==> config.mk <==
export PLATFORM = sky130hd
export DESIGN_NAME = ifetch_line_server
export DESIGN_NICKNAME = d
export VERILOG_FILES = /design/src/rtl/ifetch_line_server.sv
export SDC_FILE = /design/constraint.sdc
export NUM_CORES = 1
export LEC_CHECK = 0
export ABC_AREA = 1
export BUFFER_PORTS_ARGS = -buffer_cell sky130_fd_sc_hd__buf_2
export CORE_AREA = 5 5 262 264
export CTS_BUF_LIST = sky130_fd_sc_hd__clkbuf_8
export CTS_CLUSTER_DIAMETER = 80
export DETAILED_ROUTE_END_ITERATION = 10
export DIE_AREA = 0 0 267 269
export GPL_TIMING_DRIVEN = 1
export REMOVE_ABC_BUFFERS = 1
export SLEW_MARGIN = 10
export SYNTH_ARGS = -nofsm -noshare
export SYNTH_HDL_FRONTEND = slang
export SYNTH_SLANG_ARGS = --single-unit
==> constraint.sdc <==
create_clock -name clk -period 1.7 [get_ports clk]
set_input_delay 0.255 -clock clk [delete_from_list [all_inputs] [get_ports clk]]
set_output_delay 0.255 -clock clk [all_outputs]
set_load 0.02 [all_outputs]
==> src/rtl/ifetch_line_server.sv <==
// ifetch_line_server: serves 64-byte instruction lines to the fetch stage.
// A miss is filled with four 128-bit local-store reads; the assembled line is
// held so a repeated request for the same line is answered without a read.
module ifetch_line_server #(
  parameter int PC_W = 16
) (
  input  logic              clk,
  input  logic              reset,
  input  logic              fetch_req,
  input  logic [PC_W-1:0]   fetch_pc,
  input  logic              flush,
  output logic              fetch_busy,
  output logic              line_valid,
  output logic [511:0]      line_data,
  output logic [PC_W-5:0]   line_tag,
  output logic              ls_req,
  output logic [PC_W-3:0]   ls_addr,
  input  logic              ls_gnt,
  input  logic [127:0]      ls_rdata
);

  typedef enum logic [1:0] {S_IDLE, S_FILL, S_DELIVER} state_t;

  state_t              state_q, state_d;
  logic [PC_W-5:0]     req_line_q, req_line_d;
  logic [2:0]          iss_cnt_q, iss_cnt_d;
  logic [2:0]          ret_cnt_q, ret_cnt_d;
  logic                pend_q, pend_d;
  // Quadword 0 lives in the top 128 bits, so quadword q is stored at index 3-q.
  logic [3:0][127:0]   hold_q, hold_d;
  logic                hold_valid_q, hold_valid_d;
  logic [PC_W-5:0]     line_tag_q, line_tag_d;
  logic                ls_req_q, ls_req_d;
  logic [PC_W-3:0]     ls_addr_q, ls_addr_d;
  logic                fetch_busy_q, fetch_busy_d;
  logic                line_valid_q, line_valid_d;

  // Word offset within the line is irrelevant to a line-granular server.
  logic unused_pc_bits;
  assign unused_pc_bits = ^fetch_pc[3:0];

  // Next-state, fill bookkeeping and registered-output computation.
  always_comb begin
    state_d      = state_q;
    req_line_d   = req_line_q;
    iss_cnt_d    = iss_cnt_q;
    ret_cnt_d    = ret_cnt_q;
    pend_d       = 1'b0;
    hold_d       = hold_q;
    hold_valid_d = hold_valid_q;
    line_tag_d   = line_tag_q;

    case (state_q)
      S_IDLE: begin
        if (fetch_req) begin
          req_line_d = fetch_pc[PC_W-1:4];
          if (hold_valid_q && (fetch_pc[PC_W-1:4] == line_tag_q)) begin
            state_d = S_DELIVER;
          end else begin
            state_d      = S_FILL;
            iss_cnt_d    = 3'd0;
            ret_cnt_d    = 3'd0;
            // Hold contents are about to be overwritten piecewise.
            hold_valid_d = 1'b0;
          end
        end
      end
      S_FILL: begin
        if (ls_req_q && ls_gnt) begin
          iss_cnt_d = iss_cnt_q + 3'd1;
          pend_d    = 1'b1;
        end
        // Data arrives the cycle after its grant.
        if (pend_q) begin
          hold_d[~ret_cnt_q[1:0]] = ls_rdata;
          ret_cnt_d               = ret_cnt_q + 3'd1;
          if (ret_cnt_q == 3'd3) begin
            hold_valid_d = 1'b1;
            line_tag_d   = req_line_q;
            state_d      = S_DELIVER;
          end
        end
      end
      S_DELIVER: state_d = S_IDLE;
      default:   state_d = S_IDLE;
    endcase

    // Flush wins over everything, including a same-cycle request; data for
    // a read still in flight is dropped.
    if (flush) begin
      state_d      = S_IDLE;
      pend_d       = 1'b0;
      hold_d       = hold_q;
      hold_valid_d = 1'b0;
      line_tag_d   = line_tag_q;
    end

    ls_req_d     = (state_d == S_FILL) && (iss_cnt_d < 3'd4);
    ls_addr_d    = {req_line_d, iss_cnt_d[1:0]};
    fetch_busy_d = (state_d != S_IDLE);
    line_valid_d = (state_d == S_DELIVER);
  end

  // State and output registers, synchronous active-high reset.
  always_ff @(posedge clk) begin
    if (reset) begin
      state_q      <= S_IDLE;
      req_line_q   <= '0;
      iss_cnt_q    <= 3'd0;
      ret_cnt_q    <= 3'd0;
      pend_q       <= 1'b0;
      hold_q       <= '0;
      hold_valid_q <= 1'b0;
      line_tag_q   <= '0;
      ls_req_q     <= 1'b0;
      ls_addr_q    <= '0;
      fetch_busy_q <= 1'b0;
      line_valid_q <= 1'b0;
    end else begin
      state_q      <= state_d;
      req_line_q   <= req_line_d;
      iss_cnt_q    <= iss_cnt_d;
      ret_cnt_q    <= ret_cnt_d;
      pend_q       <= pend_d;
      hold_q       <= hold_d;
      hold_valid_q <= hold_valid_d;
      line_tag_q   <= line_tag_d;
      ls_req_q     <= ls_req_d;
      ls_addr_q    <= ls_addr_d;
      fetch_busy_q <= fetch_busy_d;
      line_valid_q <= line_valid_d;
    end
  end

  assign fetch_busy = fetch_busy_q;
  assign line_valid = line_valid_q;
  assign line_data  = hold_q;
  assign line_tag   = line_tag_q;
  assign ls_req     = ls_req_q;
  assign ls_addr    = ls_addr_q;

endmodule

Word-level counts from Yosys, hierarchy flattened
Index checks and enable logic that the tools add are counted. Widths: inputs -> output; s select.

Bits of input ports: 149. Output and inout port bits: 541. Word-level logic and storage cells: 70. Register bits after elaboration: 563.

Equality and inequality tests: 9. Bitwise logic cells: 3. Muxes and demuxes: 25. $add $sub $neg: 2. Magnitude comparators: 3. Reductions and logical operators: 13.

Operator list (count): $bwmux 512 (1); $demux 128 s2 (1); $mux 128 (1); $mux 12 (2); $mux 3 (6); $eq 12x12->1 (1); $pmux 3 s2 (2); $mux 2 (5); $ne 2x2->1 const B (4); $reduce_and 4->1 (2); $add 3x1->3 const B (2); $mux 1 (5); $reduce_and 5->1 (1); $eq 2x1->1 const B (2); $logic_and 1x1->1 (4); $pmux 2 s2 (1); $reduce_bool 2->1 (2); $eq 3x2->1 const B (1); $lt 2x3->1 const B (1); $lt 3x3->1 const B (1); $reduce_and 3->1 (1); $reduce_or 3->1 (1); $eq 2x2->1 const B (1); $ge 2x1->1 const B (1); other kinds (5) (6).

Depth between registers and ports, before layout
Word-level depth: 8. Depth in mapped cells: 11. Depth with buffers taken out: 11.

Least setup slack after synthesis
No wires, ideal clock.

Path kind: register to register. Start point: register line_tag_q[3], in the netlist line_tag[3]. End point: register ret_cnt_q[0]. Setup time: 0.112 ns. Data arrival time: 1.288 ns. Clock period less this slack: 1.400 ns. Path buffers: 0. Stages on the path, launching flop included: 12. Required time: 1.588 ns. Setup slack: 0.300 ns. Cells stage by stage: dfxtp_1 inv_1 nand2_1 nand2_1 nor2_1 nand2_1 nor2_1 nand3_1 nand2_1 inv_1 nor2_1 nor2_1.

Longest elaborated chain between the ends: 4.

Ends and longest elaborated chain: start: declaration (line 32) `logic [PC_W-5:0] line_tag_q, line_tag_d;`; start signal: assignment (line 127) `line_tag_q <= line_tag_d;`; $eq 12x12->1 (line 57) `if (hold_valid_q && (fetch_pc[PC_W-1:4] == line_tag_q)) begin`; $logic_and 1x1->1 (line 57); $ne 2x2->1 (no line); $reduce_and 4->1 (no line); end signal: assignment (line 123) `ret_cnt_q <= ret_cnt_d;`; end: declaration (line 27) `logic [2:0] ret_cnt_q, ret_cnt_d;`.

No other way between the ends. A chain may end at the register's enable or synchronous reset.

Worst setup path in the final report
Start point: register ret_cnt_q[1]. End point: register hold_q, in the netlist line_data[98].

Longest elaborated chain between the ends: 6. Elaborated cells between the ends (all ways): 7. Those cells by class: order compare: 2; mux: 3; bitwise: 1; reduce/logical: 1.

Ends and longest elaborated chain: $not 2->2 * (line 75) `hold_d[~ret_cnt_q[1:0]] = ls_rdata;`; $lt 2x3->1 (implied by the code) / $ge 2x1->1 (equally long branches) (line 75); $logic_and 1x1->1 (implied by the code) (line 75); $mux 128 (implied by the code) (line 75); $demux 128 s2 * (line 75); $bwmux 512 * (line 75); end signal: assignment (line 125) `hold_q <= hold_d;`; end: declaration (line 30) `logic [3:0][127:0] hold_q, hold_d;`.

Mark *: on every way between the ends. The rest lies on a longest branch, timed or not.

==> run summary <==
GP Congestion: 0.824
CTS max path bufs: 3
Input/output buffers: 685
Count of final max-slew check failures: 0
Smallest hold slack: 0.414 ns
Post-route insts no fill: 4248
Vias in the first global route: 17203
Post-synthesis compound-gate area fraction: 27.2%
Max Cap Viol: 0
H-tree levels: 3
Final Critical Period: 1.54 ns
Die area: 0.0718 mm^2
WL/cell: 14.9 um
DPL Wire Length: 45700 um
Worst skew pair latency: 0.67 ns
Final core occ: 42.3%
Power Density: 922 mW/mm^2
Cts bufs inserted: 92
Worst-margin pin slew: 0.314 ns
Dpl cells: 3947
Reg-to-reg slack, setup: 0.16 ns
Area growth syn-to-layout: 41.3%
Setup bufs post-CTS: 0
DR pass1 iterations: 5
Worst VDD drop: 0.000567 V
Crit-path max cell delay: 0.38 ns
Mean Syn Cell Area: 8.04 um^2
Initial Utilization: 29.9%
Fin nets: 3468
Arrival @ worst endpoint: 2.07 ns
Syn. warnings: 0
Pin count of the biggest net entering global routing: 52
Cell Rows: 95
Combinational family with the most area after synthesis: compound AO/OA/AOI/OAI gates
Critical path type: reg -> reg
Register area share after synthesis: 55.4%
Vias: 18523
Core area: 0.0663 mm^2
Adder-cell share of the synthesized area: 0.378%
CP Capture Type: flop
Static leakage: 12.3 nW
Class of the worst hold path: in -> reg
Routed Antenna Nets: 0
CTS tree: done
Top delay family on crit path: buffers and inverters
Setup violations, final: 0
Simple-Gate Fraction of Synth Area: 2.35%
Final setup TNS: 0 ns
Worst Path Max Fanout: 26
Max-slew headroom: 78.9%
Total Wirelength: 63500 um
Vias per cell: 4.36
Unrepaired setup endpoints after global routing: no
Pwr Total: 25.8 mW
Setup Skew: 0.0532 ns
Gr ovfl total: 0
Diodes inserted: 0
Share of cells above drive strength 1: 27.2%
Synth Instances: 2467
Root Buffer Master: clkbuf_8
Count of cell types in the netlist: 26
Critical-path top delay cell: dfxtp_1
WP data required: 2.23 ns
First-pass GRT wire length: 96300 um
Die width: 267 um
Peak Freq: 648 MHz
Post-synthesis xor/xnor area fraction: 0.0883%
Fill cells: 6693
Status: complete, no violations
GR Util All Layers: 16.4%
Initial DRC count: 1030
Worst setup SP type: flop
Ports: 690
Initial antenna violation count: 1
Crit-path cells: ha_1 > nand3_4 > buf_12 > buf_4 > o21ai_0 > a21oi_1
Final Hold Vio Count: 0
DRC violations left: 0
Synthesized flop and latch total: 549
Die Ht: 269 um
Sink Count: 549
Mux cell area share after synthesis: 0%
WP buf/inv: 2
Worst-path clk slew: 0.06 ns
Post-Syn Area: 0.0198 mm^2
Tcrit/Tclk final: 90.8%
-- cells by family (layout without fill, tap and decap cells) --
family          after synthesis  count (layout)
fa+ha+maj                     6               6
xor+xnor                      2               2
compound gates             1077            1077
simple gates                107             107
buf+inv                     726            1634
flops                       549             549
-- cell type report --
class	count	area (um^2)	share of cell area [%]
Timing Repair Buffer	929	6060	21.6
Clock buffer	111	1530	5.45
Multi-Input combinational cell	1192	5990	21.4
Inverter	549	2070	7.38
Clock inverter	45	294	1.05
Tap cell	873	1090	3.90
Sequential cell	549	11000	39.2
-- worst reg2reg max path: stages (launching register included) --
cell and delay (ns):
dfxtp_1 0.38, ha_1 0.25, nand3_4 0.12, buf_12 0.18, buf_4 0.24, o21ai_0 0.23
a21oi_1 0.06
-- path summary, 6_finish.rpt --
kind,start,to,cells after the start
setup / recovery,ret_cnt_q[1]$_SDFFE_PP0P_,line_data[98]$_SDFFE_PP0P_,6
hold reg to reg,line_data[441]$_SDFFE_PP0P_,line_data[441]$_SDFFE_PP0P_,2
hold / removal,fetch_pc[9],req_line_q[5]$_SDFFE_PP0P_,4
setup reg to reg,ret_cnt_q[1]$_SDFFE_PP0P_,line_data[98]$_SDFFE_PP0P_,6
-- cells in the mapped netlist (all sizes together) --
library cell | instances | area share [%]
dfxtp | 549 | 55
inv | 548 | 10
o21ai | 540 | 14
a21oi | 536 | 14
clkbuf | 114 | 2.4
buf | 63 | 1.8
nand2 | 56 | 1.1
nor2 | 33 | 0.70
nand3 | 13 | 0.43
ha | 6 | 0.38
or2 | 2 | 0.063
xnor2 | 2 | 0.088
a31oi | 1 | 0.032
clkinv | 1 | 0.025
nand4 | 1 | 0.032
nor3 | 1 | 0.025
or3b | 1 | 0.044
-- routing by layer --
layer	vias to the layer above	routed length (um)	GRT usage [%]
li1	9576	-	-
met1	8244	26200	19.6
met2	571	30600	27.8
met3	130	4510	4.46
met4	2	2120	6.96
met5	-	13	0
-- cell usage in the layout, fill, tap and decap left out, types with 3 or more instances in the layout --
| master | netlist | routed |
|---|---|---|
| a21oi_1 | 536 | 536 |
| buf_12 | 0 | 34 |
| buf_2 | 53 | 685 |
| buf_4 | 8 | 65 |
| bufinv_16 | 0 | 3 |
| clkbuf_8 | 0 | 111 |
| dfxtp_1 | 549 | 548 |
| dlygate4sd3_1 | 0 | 144 |
| ha_1 | 6 | 6 |
| inv_1 | 547 | 583 |
| inv_8 | 0 | 3 |
| nand2_1 | 56 | 56 |
| nand3_1 | 9 | 8 |
| nand3_4 | 0 | 4 |
| nor2_1 | 31 | 30 |
| o21ai_0 | 451 | 451 |
| o21ai_1 | 88 | 88 |
-- power by group --
part           leakage (nW)  internal, mW  total, mW  switching (mW)
combinational          6.79         0.596       1.33           0.732
sequential             4.42          12.9       12.9          0.0217
clock                  1.07          6.34       11.6            5.25
total                  12.3          19.8       25.8            6.01
-- through the flow --
stage	worst slack [ns]	instance area (um^2)
floorplan	-2.19	19000
global placement	0.120	24700
detailed placement	0.0591	24700
CTS	0.0849	28000
global route	0.00746	28000
finish	0.157	28000
-- state kept, by name, summed over array words and instances, names as in the netlist --
signal / cells
ret_cnt_q: 3
fetch_busy: 1
iss_cnt_q: 3
line_data: 512
line_tag: 12
line_valid: 1
hold_valid_q: 1
req_line_q: 12
pend_q: 1
ls_req: 1
state_q: 2
-- timing repair --
action | in CTS | in global routing
endpoints found under the hold margin | 531 | 0
gates resized for setup | 0 | 3
setup endpoints to repair | 0 | 12
hold buffers | 144 | 0
Power figures use the tool's default switching activity.
